<file path="src/rtl/cpu_pkg.sv">
// Shared definitions for the cpu_seq sequencer: phase encoding, default PCs, instruction width.
package cpu_pkg;

    localparam int          CPU_ILEN     = 32;
    localparam logic [31:0] CPU_RESET_PC = 32'h0000_0000;
    localparam logic [31:0] CPU_TRAP_PC  = 32'h0000_0010;

    localparam logic [2:0] PH_FETCH   = 3'd0;
    localparam logic [2:0] PH_DECODE  = 3'd1;
    localparam logic [2:0] PH_READ    = 3'd2;
    localparam logic [2:0] PH_EXEC    = 3'd3;
    localparam logic [2:0] PH_MEM     = 3'd4;
    localparam logic [2:0] PH_WB      = 3'd5;
    localparam logic [2:0] PH_UPDATE  = 3'd6;
    // TRAP and HALT share one code; the sequencer's halted flag tells them apart.
    localparam logic [2:0] PH_SPECIAL = 3'd7;

    typedef enum logic [2:0] {
        ST_FETCH   = PH_FETCH,
        ST_DECODE  = PH_DECODE,
        ST_READ    = PH_READ,
        ST_EXEC    = PH_EXEC,
        ST_MEM     = PH_MEM,
        ST_WB      = PH_WB,
        ST_UPDATE  = PH_UPDATE,
        ST_SPECIAL = PH_SPECIAL
    } seq_state_e;

endpackage

</file>
<file path="src/rtl/cpu_seq_pc.sv">
// PC register for cpu_seq: next-PC mux (branch target or pc+4) and target alignment check.
module cpu_seq_pc
    import cpu_pkg::*;
#(
    parameter int              XLEN     = 32,
    parameter logic [XLEN-1:0] RESET_PC = XLEN'(CPU_RESET_PC),
    parameter logic [XLEN-1:0] TRAP_PC  = XLEN'(CPU_TRAP_PC),
    parameter int              PC_ALIGN = 2
)(
    input  logic            i_clk,
    input  logic            i_rst_n,
    input  logic            i_upd,
    input  logic            i_trap_ld,
    input  logic            i_taken,
    input  logic [XLEN-1:0] i_target,
    output logic [XLEN-1:0] o_pc,
    output logic            o_misalign
);

    localparam logic [XLEN-1:0] ALIGN_MASK = XLEN'((64'd1 << PC_ALIGN) - 64'd1);

    logic [XLEN-1:0] r_pc;
    logic [XLEN-1:0] w_next_pc;

    assign w_next_pc  = i_taken ? i_target : r_pc + XLEN'(4);
    assign o_misalign = i_taken && ((i_target & ALIGN_MASK) != '0);

    // A misaligned target leaves pc untouched; the trap redirect loads TRAP_PC later.
    always_ff @(posedge i_clk or negedge i_rst_n) begin
        if (!i_rst_n) begin
            r_pc <= RESET_PC;
        end else if (i_trap_ld) begin
            r_pc <= TRAP_PC;
        end else if (i_upd && !o_misalign) begin
            r_pc <= w_next_pc;
        end
    end

    assign o_pc = r_pc;

endmodule

</file>
<file path="src/rtl/cpu_seq.sv">
// Multi-cycle control sequencer for the RV32I core: phase FSM, memory handshakes, trap/halt.
// Optional perf counters (cycle_cnt, instret_cnt) when CPU_SEQ_PERF_EN is defined.
//
// state   | meaning
// FETCH   | imem_req held until imem_ack
// DECODE  | dec_en strobe, illegal sampled
// READ    | rf_rd_en strobe
// EXEC    | alu_en strobe, is_load/is_store sampled
// MEM     | dmem_req held until dmem_ack
// WB      | wb_en strobe
// UPDATE  | pc written or misaligned-target trap, halt_req sampled
// SPECIAL | TRAP (halted=0, trap pulse, pc<=TRAP_PC) or HALT (halted=1)
module cpu_seq
    import cpu_pkg::*;
#(
    parameter int              XLEN     = 32,
    parameter logic [XLEN-1:0] RESET_PC = XLEN'(CPU_RESET_PC),
    parameter logic [XLEN-1:0] TRAP_PC  = XLEN'(CPU_TRAP_PC),
    parameter int              PC_ALIGN = 2
)(
    input  logic            CLK100MHZ,
    input  logic            rst_n,
    output logic            imem_req,
    input  logic            imem_ack,
    output logic            dmem_req,
    input  logic            dmem_ack,
    input  logic            is_load,
    input  logic            is_store,
    input  logic            illegal,
    input  logic            taken_branch,
    input  logic [XLEN-1:0] target,
    input  logic            halt_req,
    output logic [2:0]      phase,
    output logic            dec_en,
    output logic            rf_rd_en,
    output logic            alu_en,
    output logic            wb_en,
    output logic [XLEN-1:0] pc,
    output logic            trap,
    output logic            halted
`ifdef CPU_SEQ_PERF_EN
   ,output logic [63:0]     cycle_cnt,
    output logic [63:0]     instret_cnt
`endif
);

    seq_state_e r_state;
    logic       r_halted;
    logic       r_imem_req;
    logic       r_dmem_req;
    logic       r_dec_en;
    logic       r_rf_rd_en;
    logic       r_alu_en;
    logic       r_wb_en;
    logic       r_trap;

    logic       w_upd;
    logic       w_trap_ld;
    logic       w_misalign;

    assign w_upd     = (r_state == ST_UPDATE);
    assign w_trap_ld = (r_state == ST_SPECIAL) && !r_halted;

    cpu_seq_pc #(
        .XLEN     (XLEN),
        .RESET_PC (RESET_PC),
        .TRAP_PC  (TRAP_PC),
        .PC_ALIGN (PC_ALIGN)
    ) u_pc (
        .i_clk      (CLK100MHZ),
        .i_rst_n    (rst_n),
        .i_upd      (w_upd),
        .i_trap_ld  (w_trap_ld),
        .i_taken    (taken_branch),
        .i_target   (target),
        .o_pc       (pc),
        .o_misalign (w_misalign)
    );

    // Outputs are registered from the next state, so each strobe lines up with its phase.
    always_ff @(posedge CLK100MHZ or negedge rst_n) begin
        if (!rst_n) begin
            r_state    <= ST_FETCH;
            r_halted   <= 1'b0;
            r_imem_req <= 1'b0;
            r_dmem_req <= 1'b0;
            r_dec_en   <= 1'b0;
            r_rf_rd_en <= 1'b0;
            r_alu_en   <= 1'b0;
            r_wb_en    <= 1'b0;
            r_trap     <= 1'b0;
        end else begin
            r_dec_en   <= 1'b0;
            r_rf_rd_en <= 1'b0;
            r_alu_en   <= 1'b0;
            r_wb_en    <= 1'b0;
            r_trap     <= 1'b0;
            case (r_state)
                ST_FETCH: begin
                    if (r_imem_req && imem_ack) begin
                        r_imem_req <= 1'b0;
                        r_dec_en   <= 1'b1;
                        r_state    <= ST_DECODE;
                    end else begin
                        r_imem_req <= 1'b1;
                    end
                end
                ST_DECODE: begin
                    if (illegal) begin
                        r_trap   <= 1'b1;
                        r_halted <= 1'b0;
                        r_state  <= ST_SPECIAL;
                    end else begin
                        r_rf_rd_en <= 1'b1;
                        r_state    <= ST_READ;
                    end
                end
                ST_READ: begin
                    r_alu_en <= 1'b1;
                    r_state  <= ST_EXEC;
                end
                ST_EXEC: begin
                    if (is_load || is_store) begin
                        r_dmem_req <= 1'b1;
                        r_state    <= ST_MEM;
                    end else begin
                        r_wb_en <= 1'b1;
                        r_state <= ST_WB;
                    end
                end
                ST_MEM: begin
                    if (r_dmem_req && dmem_ack) begin
                        r_dmem_req <= 1'b0;
                        r_wb_en    <= 1'b1;
                        r_state    <= ST_WB;
                    end else begin
                        r_dmem_req <= 1'b1;
                    end
                end
                ST_WB: begin
                    r_state <= ST_UPDATE;
                end
                ST_UPDATE: begin
                    if (w_misalign) begin
                        r_trap   <= 1'b1;
                        r_halted <= 1'b0;
                        r_state  <= ST_SPECIAL;
                    end else if (halt_req) begin
                        r_halted <= 1'b1;
                        r_state  <= ST_SPECIAL;
                    end else begin
                        r_imem_req <= 1'b1;
                        r_state    <= ST_FETCH;
                    end
                end
                ST_SPECIAL: begin
                    if (!r_halted || !halt_req) begin
                        r_halted   <= 1'b0;
                        r_imem_req <= 1'b1;
                        r_state    <= ST_FETCH;
                    end
                end
                default: begin
                    r_state <= ST_FETCH;
                end
            endcase
        end
    end

    assign phase    = r_state;
    assign imem_req = r_imem_req;
    assign dmem_req = r_dmem_req;
    assign dec_en   = r_dec_en;
    assign rf_rd_en = r_rf_rd_en;
    assign alu_en   = r_alu_en;
    assign wb_en    = r_wb_en;
    assign trap     = r_trap;
    assign halted   = r_halted;

`ifdef CPU_SEQ_PERF_EN
    logic [63:0] r_cycle_cnt;
    logic [63:0] r_instret_cnt;

    always_ff @(posedge CLK100MHZ or negedge rst_n) begin
        if (!rst_n) begin
            r_cycle_cnt   <= 64'd0;
            r_instret_cnt <= 64'd0;
        end else begin
            if (!((r_state == ST_SPECIAL) && r_halted)) begin
                r_cycle_cnt <= r_cycle_cnt + 64'd1;
            end
            if (w_upd && !w_misalign) begin
                r_instret_cnt <= r_instret_cnt + 64'd1;
            end
        end
    end

    assign cycle_cnt   = r_cycle_cnt;
    assign instret_cnt = r_instret_cnt;
`endif

endmodule
</file>
<file path="config.mk">
export PLATFORM = sky130hd
export DESIGN_NAME = cpu_seq
export DESIGN_NICKNAME = d
export VERILOG_FILES = /design/src/rtl/cpu_pkg.sv /design/src/rtl/cpu_seq_pc.sv /design/src/rtl/cpu_seq.sv
export SDC_FILE = /design/constraint.sdc
export NUM_CORES = 1
export LEC_CHECK = 0
export CORE_ASPECT_RATIO = 0.6
export CORE_MARGIN = 2
export CORE_UTILIZATION = 46
export CTS_CLUSTER_SIZE = 16
export DETAILED_ROUTE_END_ITERATION = 10
export GPL_TIMING_DRIVEN = 0
export PLACE_DENSITY = 0.8
export RECOVER_POWER = 50
export SYNTH_ARGS = -nofsm -noshare
export SYNTH_HDL_FRONTEND = slang
export SYNTH_SLANG_ARGS = --single-unit
</file>
<file path="constraint.sdc">
create_clock -name CLK100MHZ -period 2.6 [get_ports CLK100MHZ]
set_clock_uncertainty 0.15 [all_clocks]
set_input_delay 0.65 -clock CLK100MHZ [delete_from_list [all_inputs] [get_ports CLK100MHZ]]
set_output_delay 0.65 -clock CLK100MHZ [all_outputs]
set_load 0.005 [all_outputs]
</file>
Word level (Yosys, flattened, before mapping)
Cells that the tools add are included.

Bits in registers: 43. Bits of input ports: 41. Word-level logic and storage cells: 81.

Add/subtract/negate cells: 1. Equal/unequal tests: 15. Multiplexer cells: 35. Reductions and logical operators: 20.

Operators by type and width (count): $mux W32 (3); $add A32 B3 Y32 const B (1); $reduce_bool A32 Y1 (1); $pmux W3 S8 (1); $mux W1 (20); $mux W3 (6); $eq A3 B3 Y1 const B (4); $ne A2 B2 Y1 const B (6); $reduce_and A4 Y1 (2); $eq A3 B2 Y1 const B (2); $pmux W1 S2 (3); $pmux W1 S3 (2); $reduce_bool A3 Y1 (2); $logic_and A1 B1 Y1 (5); $reduce_bool A2 Y1 (2); $eq A3 B1 Y1 const B (1); $logic_not A1 Y1 (3); $logic_not A3 Y1 (1); $ne A3 B3 Y1 const B (1); $reduce_and A3 Y1 (1); $logic_or A1 B1 Y1 (2); $ne A2 B1 Y1 const B (1); $reduce_and A2 Y1 (1).

Logic depth before layout (Yosys ltp)
Gate-level depths: netlist of the first run.

Word-level depth: 6. Gate-level depth with buffers: 7. Mapped depth without buffers: 6.

Modules after synthesis
Synthesis of the first run repeated with hierarchy kept, for this count alone.

Cells, all modules: 307. Area, all modules: 2668.8 um^2.

By module, submodules not included: cpu_seq_pc (times used 1, cells an instance 240, area each 2054.5 um^2); cpu_seq (times used 1, cells an instance 67, area each 614.3 um^2).

Worst setup path after synthesis of the first run
OpenSTA, ideal clock, no wires.

Kind: input port to flip-flop. Start: in taken_branch. End: reg u_pc.r_pc[17], in the netlist u_pc.o_pc[17]. Setup time: 69 ps. Arrival time: 1809 ps. Path slack: 572 ps. Stages: 5. Buffers on the path: 2. Cell sequence: buf_4 -> or3_1 -> buf_2 -> or4_1 -> nand3_1.

Cells in the longest elaborated chain, start to end: 4. Elaborated cells on any way between the ends: 7. Those cells by class: mux (3); reduce/logical (4).

Ends and longest elaborated chain: start: declaration (RTL line cpu_seq.sv:30) `input logic taken_branch,`; $logic_and A1 B1 Y1 (RTL line cpu_seq_pc.sv:26) `assign o_misalign = i_taken && ((i_target & ALIGN_MASK) != '0);`; $logic_not A1 Y1 (RTL line cpu_seq_pc.sv:34) `end else if (i_upd && !o_misalign) begin`; $logic_and A1 B1 Y1 (RTL line cpu_seq_pc.sv:34); $reduce_bool A2 Y1 (no line); end signal: assignment (RTL line cpu_seq_pc.sv:35) `r_pc <= w_next_pc;`; end: declaration (RTL line cpu_seq_pc.sv:22) `logic [XLEN-1:0] r_pc;`.

Parallel ways exist; a longest one is shown, timed or not. The select of a mux whose other input is x is not followed. A chain may end at the register's enable or synchronous reset.

Final worst setup path of the first run
Start: in taken_branch. End: reg u_pc.r_pc[25], in the netlist u_pc.o_pc[25].

The elaborated chain is that of the path after synthesis.

==> out/results.ini, run 1 <==
[run_status]
status = complete, no violations

[clocking]
tritoncts = yes
numCtsBuffers = 5
clock_sinks = 43
clk_pin_slew_worst_paths_ns = 0.08
root_buffer = clkbuf_8
clock_path_buffers = 2
clock_tree.htree_level_count = 2
clk_latency_ns = 0.30

[cells_and_area]
fraction_of_layout_cells_with_a_size_suffix_above_1_pct = 7.888
n_fill_cell = 475
stdcell_area_um2 = 3585
layout.cells.most_common_list = clkdlybuf4s50_1, dfrtp_1, o21ai_0
non_filler_cells_in_the_finished_layout = 462
antenna_cells = 0
final_nets = 434
final_common_cell = clkdlybuf4s50_1
area.growth.synth_to_final_pct = 39.76

[die]
core_um2 = 5465
floorplan.initialDensity_pct = 46.93
rows = 21
die_height_um = 61.84
ioPinCount = 84
die_w_um = 100.4
fp.dieArea_um2 = 6209

[drt]
finalWirelength_um = 8497
route.detailed.vias_per_inst = 6.221
wl_per_cell_um = 18.39
drtPass1Iterations = 6
drt_iter0_markers = 279
drt_drc_violations_left = 0
ant_nets = 0
dr_total_vias = 2874

[place]
place_hpwl_um = 6403
place.detailed.instances = 452
gpl.final_weighted_congestion = 0.9480
post_dp_cell_area_um2 = 3497
buffer_ports.inserted = 83

[sta]
post-route-min-period_ns = 2.556
fin_worst_hold_slack_ns = 0.3398
finalHoldViolations = 0
max_freq_mhz = 391.2
ratio_of_final_minimum_period_to_clock_period_pct = 98.31
drv_slew = 0
finalSetupViolations = 0
setup_tns_ns = 0
maxSlewHeadroom_pct = 34.23
worst-slew-pin-transition_ns = 0.9866

[critical_path]
worst-endpoint-required_ns = 2.66
worstSetupEndpointType = flop
critPathLaunchType = primary input
arrival_ns = 2.62
setup.worst_path.class = primary input to flop
critical_path_fanout_max = 10

[power]
post-layout-total-power_uw = 3192
comb_power_share_pct = 48.9
pwr-share-seq_pct = 37.9
sw_frac_of_total_pct = 40.83
power_report.internal_total_uw = 1889
vdd.ir_drop.worst_mv = 0.3560
total_leakage_power_uw = 0.001422
clock_group_share_of_total_power_pct = 13.2
total_switching_power_uw = 1303
cellPowerDensity_nw_per_um2 = 890.6

[grt]
number_of_antenna_violations_at_the_first_check_in_global_routing = 0
grt_overflow = 0
grt.total_usage_pct = 27.40
grt_pass1_vias = 2562
grt_start_max_net_pins = 27
grt_pass1_wl_um = 12990

[synthesis]
synthesis_stage_register_bit_count = 43
netlist_area_um2 = 2565
synth.avg_cell_area_um2 = 8.578
synth_async_sr_flop_share_pct = 100.0
postSynthCellCount = 299
synthDistinctLibCells = 50
yosys_warnings = 0
synthesis.nets = 341
seq_area_frac_synth_pct = 41.95
primary_ff_master_synth = dfrtp_1
synth_enable_flop_cells = 0

[job]
drv.max_cap_violation_count = 0

[min_path]
worst_hold_path_type = primary input to async pin

[registers in the layout, summed over array words and instances (netlist names)]
register / count
alu_en: 1
dec_en: 1
dmem_req: 1
halted: 1
imem_req: 1
phase: 3
rf_rd_en: 1
trap: 1
u_pc.o_pc: 32
wb_en: 1
[synthesized netlist by cell type (all sizes together) (7+ instances only)]
cell type,number,area share [%]
dfrtp,43,42
o21ai,35,6.8
nand2,26,3.8
nor2,24,3.6
nand3,21,4.7
a21oi,18,3.5
nor3,14,3.8
buf,12,2.7
clkbuf,8,1.2
nand4,8,2.0
a31oi,7,1.7
and2,7,1.7
inv,7,1.0
[final cells by class]
cell class | instances | area [um2] | share of cell area, %
inverter | 7 | 26.28 | 0.7330
tap | 69 | 86.33 | 2.408
timing repair buffer | 86 | 844.6 | 23.56
clock buffer | 7 | 76.32 | 2.129
sequential | 43 | 1076 | 30.02
buffer | 20 | 101.3 | 2.827
clock inverter | 1 | 5.005 | 0.1396
multi-input combinational | 229 | 1369 | 38.18
[cell families (layout without fill, tap and decap cells)]
| kind of cell | after synthesis | in the layout | synth area share [%] |
|---|---|---|---|
| DFF | 43 | 43 | 41.95 |
| adders and majority gates | 1 | 1 | 0.4877 |
| buffers and inverters | 27 | 121 | 4.878 |
| and+or+nand+nor | 123 | 123 | 25.85 |
| AOI/OAI and AO/OA | 101 | 101 | 25.22 |
| muxes | 4 | 4 | 1.610 |
[through the flow]
step	utilization, %	setup slack, ns
floorplan	-	0.5716
CTS	65.48	0.07989
global placement	63.71	-0.4853
detailed placement	63.99	-0.2050
finish	65.59	0.04383
global route	65.59	-0.05110
[routing by layer]
| layer | vias to the layer above | global-route usage (%) | part of all wire [%] |
|---|---|---|---|
| met5 | - | 0 | 0 |
| met4 | 0 | 7.045 | 1.9 |
| met3 | 23 | 6.935 | 9.4 |
| met2 | 164 | 37.68 | 41 |
| met1 | 1378 | 42.57 | 48 |
| li1 | 1309 | - | - |
[worst max-delay path: stages]
cell and delay [ns]:
clkdlybuf4s50_1 0.49, buf_4 0.18, o21ai_0 0.13, o211ai_1 0.35, clkbuf_4 0.30, buf_2 0.26, a22oi_1 0.12, o211ai_1 0.12
[what timing repair did]
item / CTS / global route
hold buffers: 0 / 0
setup endpoints to repair: 0 / 14
setup buffers: 0 / 2
resized for setup: 0 / 4
[path summary, 6_finish.rpt]
check	startpoint	endpoint	slack, ns	depth (start not counted)
worst max-delay path	taken_branch	u_pc.o_pc[25]	0.04	8
worst min-delay path	rst_n	u_pc.o_pc[29]	0.34	1
worst max register to register	phase[0]	u_pc.o_pc[25]	0.47	7
worst min register to register	u_pc.o_pc[0]	u_pc.o_pc[0]	0.34	1
max in group asynchronous	rst_n	u_pc.o_pc[15]	0.75	2
min in group CLK100MHZ	u_pc.o_pc[0]	u_pc.o_pc[0]	0.34	1
[power by group through the flow]
stage	Clock (uW)	Combinational, uW	Sequential, uW
2_1_floorplan	0	724	1170
3_3_place_gp	0	1480	1200
3_5_place_dp	0	1510	1210
4_1_cts	427	1520	1200
5_1_grt	456	1700	1250
6_report	421	1560	1210
Power figures use the tool's default switching activity.
==> inputs of run 2 (changes only) <==
--- a/config.mk
+++ b/config.mk
@@ -5,13 +5,14 @@
 export SDC_FILE = /design/constraint.sdc
 export NUM_CORES = 1
 export LEC_CHECK = 0
+export CAP_MARGIN = 20
 export CORE_ASPECT_RATIO = 0.6
 export CORE_MARGIN = 2
-export CORE_UTILIZATION = 46
+export CORE_UTILIZATION = 40
 export CTS_CLUSTER_SIZE = 16
 export DETAILED_ROUTE_END_ITERATION = 10
 export GPL_TIMING_DRIVEN = 0
-export PLACE_DENSITY = 0.8
+export PLACE_DENSITY = 0.71
 export RECOVER_POWER = 50
 export SYNTH_ARGS = -nofsm -noshare
 export SYNTH_HDL_FRONTEND = slang
==> out/results.ini, run 2 (synthesis results as in run 1) <==
[clocking]
clock_sinks = 43  ; unchanged
root_buffer = clkbuf_8
clock_path_buffers = 2  ; unchanged
numCtsBuffers = 5  ; unchanged
clock_tree.htree_level_count = 2  ; unchanged
tritoncts = yes
clk_latency_ns = 0.30  ; about the same
clk_pin_slew_worst_paths_ns = 0.09  ; about the same

[drt]
ant_nets = 0  ; unchanged
drt_iter0_markers = 229  ; -18%
finalWirelength_um = 8185  ; -3.7%
drtPass1Iterations = 4  ; -2
route.detailed.vias_per_inst = 5.880  ; -5.5%
dr_total_vias = 2799  ; -2.6%
wl_per_cell_um = 17.20  ; -6.5%
drt_drc_violations_left = 0  ; unchanged

[die]
core_um2 = 6166  ; +13%
floorplan.initialDensity_pct = 41.60  ; -5.3 points
ioPinCount = 84  ; unchanged
die_w_um = 107.4  ; +7.0%
rows = 22  ; +4.8%
fp.dieArea_um2 = 7090  ; +14%
die_height_um = 66.03  ; +6.8%

[critical_path]
regToRegSetupSlack_ns = 0.41  ; -0.06 ns
worst-endpoint-required_ns = 2.66  ; about the same
rr_startpoint = u_pc.o_pc[2]
cells_on_worst_reg2reg_path = 7  ; unchanged
worst_r2r_endpoint = u_pc.o_pc[26]
worstSetupEndpointType = flop
setup.worst_path.class = primary input to flop
arrival_ns = 2.51  ; -0.11 ns
critPathLaunchType = primary input
critical_path_fanout_max = 10  ; unchanged

[min_path]
worst_hold_path_type = primary input to async pin

[power]
vdd.ir_drop.worst_mv = 0.5497  ; +54%
total_switching_power_uw = 1293  ; -0.79%
total_leakage_power_uw = 0.001414  ; -0.56%
power_report.internal_total_uw = 1881  ; -0.43%
pwr-share-seq_pct = 38.2  ; +0.3 points
comb_power_share_pct = 48.2  ; -0.7 points
clock_group_share_of_total_power_pct = 13.7  ; +0.5 points
cellPowerDensity_nw_per_um2 = 881.1  ; -1.1%
sw_frac_of_total_pct = 40.74  ; -0.089 points

[grt]
grt.total_usage_pct = 24.67  ; -2.7 points
grt_start_max_net_pins = 32  ; +19%
grt_pass1_wl_um = 13590  ; +4.6%
grt_overflow = 0  ; unchanged
number_of_antenna_violations_at_the_first_check_in_global_routing = 0  ; unchanged
grt_pass1_vias = 2624  ; +2.4%

[sta]
drv_slew = 0  ; unchanged
setup_tns_ns = 0  ; unchanged
finalHoldViolations = 0  ; unchanged
post-route-min-period_ns = 2.453  ; -0.1027 ns
finalSetupViolations = 0  ; unchanged
layout_setup_ws_ns = 0.1466  ; +0.1027 ns
fin_worst_hold_slack_ns = 0.1812  ; -0.1587 ns
max_freq_mhz = 407.6  ; +4.2%
ratio_of_final_minimum_period_to_clock_period_pct = 94.36  ; -4.0 points
rsz0062_at_grt = false
maxSlewHeadroom_pct = 45.57  ; +11 points
worst-slew-pin-transition_ns = 0.8165  ; -0.1701 ns

[place]
post_dp_cell_area_um2 = 3516  ; +0.54%
place.detailed.instances = 467  ; +3.3%
place_hpwl_um = 6184  ; -3.4%
gpl.final_weighted_congestion = 0.8959  ; -5.5%
place_worst_setup_slack_ns = -0.2905  ; -0.08545 ns
buffer_ports.inserted = 83  ; unchanged

[cells_and_area]
stdcell_area_um2 = 3602  ; +0.49%
final_common_cell = clkdlybuf4s50_1
multi_input_area_um2 = 1369  ; unchanged
antenna_cells = 0  ; unchanged
layout.cells.most_common_list = clkdlybuf4s50_1, dfrtp_1, o21ai_0
n_fill_cell = 576  ; +21%
sequential_cell_area_um2 = 1076  ; unchanged
area.growth.synth_to_final_pct = 40.44
largest_register_ff_count = 32  ; unchanged
non_filler_cells_in_the_finished_layout = 476  ; +3.0%
fraction_of_layout_cells_with_a_size_suffix_above_1_pct = 7.908  ; +0.020 points
final_nets = 433  ; -0.23%

[run_status]
status = complete, no violations

[job]
drv.max_cap_violation_count = 0  ; unchanged

run 2: cell count changes in the layout (fill, tap and decap cells not counted), sizes merged:
cell,change
clkinvlp,+1
buf,-2
run 2: worst max-delay path, stage by stage:
cell             delay, ns
clkdlybuf4s50_1       0.50
buf_4                 0.19
o21ai_0               0.13
o211ai_1              0.30
clkbuf_4              0.29
clkbuf_4              0.24
a22oi_1               0.09
o211ai_1              0.13
run 2: through the flow:
| step | power, uW | utilization [%] |
|---|---|---|
| 2_1_floorplan | 1896 | - |
| 3_3_place_gp | 2689 | 56.78 |
| 3_5_place_dp | 2726 | 57.02 |
| 4_1_cts | 3159 | 58.40 |
| 5_1_grt | 3410 | 58.42 |
| 6_report | 3174 | 58.42 |
run 2: area by class of cell:
| cell class | instances | share of cell area (%) |
|---|---|---|
| flip-flops and latches | 43 | 29.87 |
| clock inverters | 2 | 0.3473 |
| inverters | 7 | 0.7294 |
| clock buffers | 6 | 2.015 |
| well taps | 84 | 2.918 |
| plain buffers | 20 | 2.883 |
| multi-input cells | 229 | 38.00 |
| repair buffers | 85 | 23.24 |
run 2: how the worst max path moves through the flow:
stage                       startpoint       endpoint  depth (start not counted)
after floorplan           taken_branch  u_pc.o_pc[17]                          5
after global placement           rst_n       dmem_req                          1
after detailed placement  taken_branch  u_pc.o_pc[25]                          8
after CTS                 taken_branch  u_pc.o_pc[25]                          8
after global routing      taken_branch   u_pc.o_pc[8]                          8
final                     taken_branch  u_pc.o_pc[25]                          8
run 2: timing repair:
item / in CTS / in global routing
endpoints found under the setup margin: 0 / 20
buffers inserted: 0 / 1
resized for setup: 0 / 5
endpoints found under the hold margin: 0 / 0
hold buffers: 0 / 0
run 2: power by group through the flow:
stage / sequential, uW / combinational [uW] / clock (uW)
6_report: 1210 / 1530 / 433
5_1_grt: 1260 / 1680 / 471
4_1_cts: 1200 / 1520 / 437
3_5_place_dp: 1220 / 1510 / 0
3_3_place_gp: 1210 / 1480 / 0
2_1_floorplan: 1170 / 724 / 0
run 2: layer usage:
metal	vias up	track usage (%)	part of all wire [%]
met5	-	0	0
met4	0	5.769	0.81
met3	8	4.433	7.4
met2	127	35.21	41
met1	1350	38.24	50
li1	1314	-	-
==> inputs of run 3 (changes only) <==
--- a/config.mk
+++ b/config.mk
@@ -6,7 +6,6 @@
 export NUM_CORES = 1
 export LEC_CHECK = 0
 export CAP_MARGIN = 20
-export CORE_ASPECT_RATIO = 0.6
 export CORE_MARGIN = 2
 export CORE_UTILIZATION = 40
 export CTS_CLUSTER_SIZE = 16
@@ -14,6 +13,8 @@
 export GPL_TIMING_DRIVEN = 0
 export PLACE_DENSITY = 0.71
 export RECOVER_POWER = 50
+export SETUP_SLACK_MARGIN = 0.4
+export SLEW_MARGIN = 20
 export SYNTH_ARGS = -nofsm -noshare
 export SYNTH_HDL_FRONTEND = slang
 export SYNTH_SLANG_ARGS = --single-unit
==> out/results.ini, run 3 (synthesis results as in run 1) <==
[die]
die_w_um = 84.08  ; -22%
rows = 29  ; +32%
core_um2 = 6277  ; +1.8%
ioPinCount = 84  ; unchanged
fp.dieArea_um2 = 7069  ; -0.30%
die_height_um = 84.08  ; +27%
floorplan.initialDensity_pct = 40.86  ; -0.74 points

[clocking]
numCtsBuffers = 5  ; unchanged
clock_sinks = 43  ; unchanged
clock_tree.htree_level_count = 2  ; unchanged
clk_pin_slew_worst_paths_ns = 0.09  ; about the same
post_cts_hold_fix_bufs = 0  ; unchanged
clk_latency_ns = 0.30  ; about the same
root_buffer = clkbuf_8
clock_path_buffers = 2  ; unchanged
tritoncts = yes

[sta]
post-route-min-period_ns = 2.171  ; -0.2825 ns
worst-slew-pin-transition_ns = 0.8107  ; -0.005752 ns
fin_worst_hold_slack_ns = 0.2415  ; +0.06035 ns
rsz0062_at_grt = false
drv_slew = 0  ; unchanged
maxSlewHeadroom_pct = 45.95  ; +0.38 points
finalSetupViolations = 0  ; unchanged
finalHoldViolations = 0  ; unchanged
ratio_of_final_minimum_period_to_clock_period_pct = 83.50  ; -11 points
max_freq_mhz = 460.6  ; +13%

[place]
place_hpwl_um = 5695  ; -7.9%
place.detailed.instances = 460  ; -1.5%
buffer_ports.inserted = 83  ; unchanged
gpl.final_weighted_congestion = 0.8279  ; -7.6%

[drt]
finalWirelength_um = 8346  ; +2.0%
drt_iter0_markers = 244  ; +6.6%
wl_per_cell_um = 17.17  ; -0.13%
dr_total_vias = 2865  ; +2.4%
drtPass1Iterations = 4  ; unchanged
ant_nets = 0  ; unchanged
drt_drc_violations_left = 0  ; unchanged
route.detailed.vias_per_inst = 5.895  ; +0.25%

[power]
pwr-share-seq_pct = 36.3  ; -1.9 points
power_report.internal_total_uw = 2033  ; +8.1%
comb_power_share_pct = 49.1  ; +0.9 points
clock_group_share_of_total_power_pct = 14.6  ; +0.9 points
total_switching_power_uw = 1314  ; +1.6%
cellPowerDensity_nw_per_um2 = 876.2  ; -0.56%
vdd.ir_drop.worst_mv = 0.4279  ; -22%
total_leakage_power_uw = 0.001542  ; +9.0%
sw_frac_of_total_pct = 39.25  ; -1.5 points

[critical_path]
worstSetupEndpointType = flop
critical_path_cell_list = dlygate4sd2_1 -> buf_6 -> o21ai_2 -> o211ai_1 -> clkbuf_1 -> buf_4 -> o21ai_0 -> o21ai_0
worst-endpoint-required_ns = 2.66  ; about the same
cells_on_worst_reg2reg_path = 7  ; unchanged
cp_num_buf_inv = 4  ; unchanged
worst_path_most_repeated_cell = o21ai_0
setup.worst_path.class = primary input to flop
regToRegSetupSlack_ns = 0.44  ; +0.03 ns
worst_setup_path_endpoint = u_pc.o_pc[10]
arrival_ns = 2.23  ; -0.28 ns
worst_r2r_endpoint = u_pc.o_pc[10]
worst_path_dominant_cell_family = buffers and inverters
max_stage_delay_ns = 0.41  ; -0.09 ns
rr_startpoint = phase[0]
critical_path_fanout_max = 10  ; unchanged
critPathLaunchType = primary input
critical-path-slowest-cell = clkbuf_1
worst-path-stages = 8  ; unchanged
startpoint = taken_branch

[grt]
grt_overflow = 0  ; unchanged
grt_start_max_net_pins = 32  ; unchanged
number_of_antenna_violations_at_the_first_check_in_global_routing = 0  ; unchanged
grt_pass1_wl_um = 13280  ; -2.3%
grt_pass1_vias = 2682  ; +2.2%
grt.total_usage_pct = 23.17  ; -1.5 points

[cells_and_area]
fraction_of_layout_cells_with_a_size_suffix_above_1_pct = 13.20  ; +5.3 points
layout.cells.most_common_list = clkdlybuf4s50_1, dfrtp_1, o21ai_0
final_common_cell = clkdlybuf4s50_1
n_fill_cell = 582  ; +1.0%
final_nets = 450  ; +3.9%
largest_register_ff_count = 32  ; unchanged
antenna_cells = 0  ; unchanged
non_filler_cells_in_the_finished_layout = 486  ; +2.1%
area.growth.synth_to_final_pct = 48.93

[job]
drv.max_cap_violation_count = 0  ; unchanged

[run_status]
status = complete, no violations

[min_path]
worst_hold_path_type = primary input to async pin

[run 3: power by group through the flow]
stage                     clock, uW  sequential [uW]  combinational, uW
after floorplan                   0             1170                724
after global placement            0             1210               1470
after detailed placement          0             1210               1490
after CTS                       488             1210               1610
after global routing            513             1260               1790
final                           488             1210               1640
[run 3: worst min path at each step]
| stage | from | end | slack [ns] | depth (start not counted) |
|---|---|---|---|---|
| floorplan | rst_n | alu_en | 0.20 | 0 |
| global placement | u_pc.o_pc[0] | u_pc.o_pc[0] | 0.33 | 1 |
| detailed placement | u_pc.o_pc[1] | u_pc.o_pc[1] | 0.33 | 1 |
| CTS | rst_n | u_pc.o_pc[3] | 0.10 | 1 |
| global route | rst_n | u_pc.o_pc[9] | 0.28 | 1 |
| finish | rst_n | u_pc.o_pc[7] | 0.24 | 1 |
[run 3: metal layers]
metal | global-route usage (%) | wire length, um | up-vias
met2 | 37.30 | 4044 | 127
met1 | 31.83 | 3520 | 1381
met3 | 4.550 | 657 | 12
met4 | 6.305 | 123 | 0
li1 | - | - | 1345
met5 | 0 | 0 | -
[run 3: area by class of cell]
type                    count  area, um2  share of cell area, %
clock buffers               8      100.1                  2.620
plain buffers              20      127.6                  3.341
flip-flops and latches     43       1079                  28.23
well taps                  77      96.34                  2.522
repair buffers            102      982.2                  25.71
inverters                   7      26.28                 0.6878
multi-input cells         229       1409                  36.88
[run 3: what timing repair did]
| item | CTS | global route |
|---|---|---|
| endpoints found under the setup margin | 30 | 25 |
| pin swaps | 3 | 5 |
| buffers inserted | 11 | 6 |
| cloned | 0 | 1 |
| endpoints found under the hold margin | 0 | 0 |
| resized for setup | 17 | 15 |
[run 3: metrics by stage]
| stage | util [%] | total power, uW | setup TNS [ns] | area, um2 | setup slack, ns |
|---|---|---|---|---|---|
| floorplan | - | 1896 | 0 | 2565 | 0.5716 |
| global placement | 55.63 | 2676 | -28.02 | 3492 | -0.5291 |
| detailed placement | 55.87 | 2706 | -5.699 | 3507 | -0.2901 |
| CTS | 59.46 | 3300 | 0 | 3732 | 0.4053 |
| global route | 60.85 | 3563 | 0 | 3820 | 0.3263 |
| finish | 60.85 | 3347 | 0 | 3820 | 0.4291 |
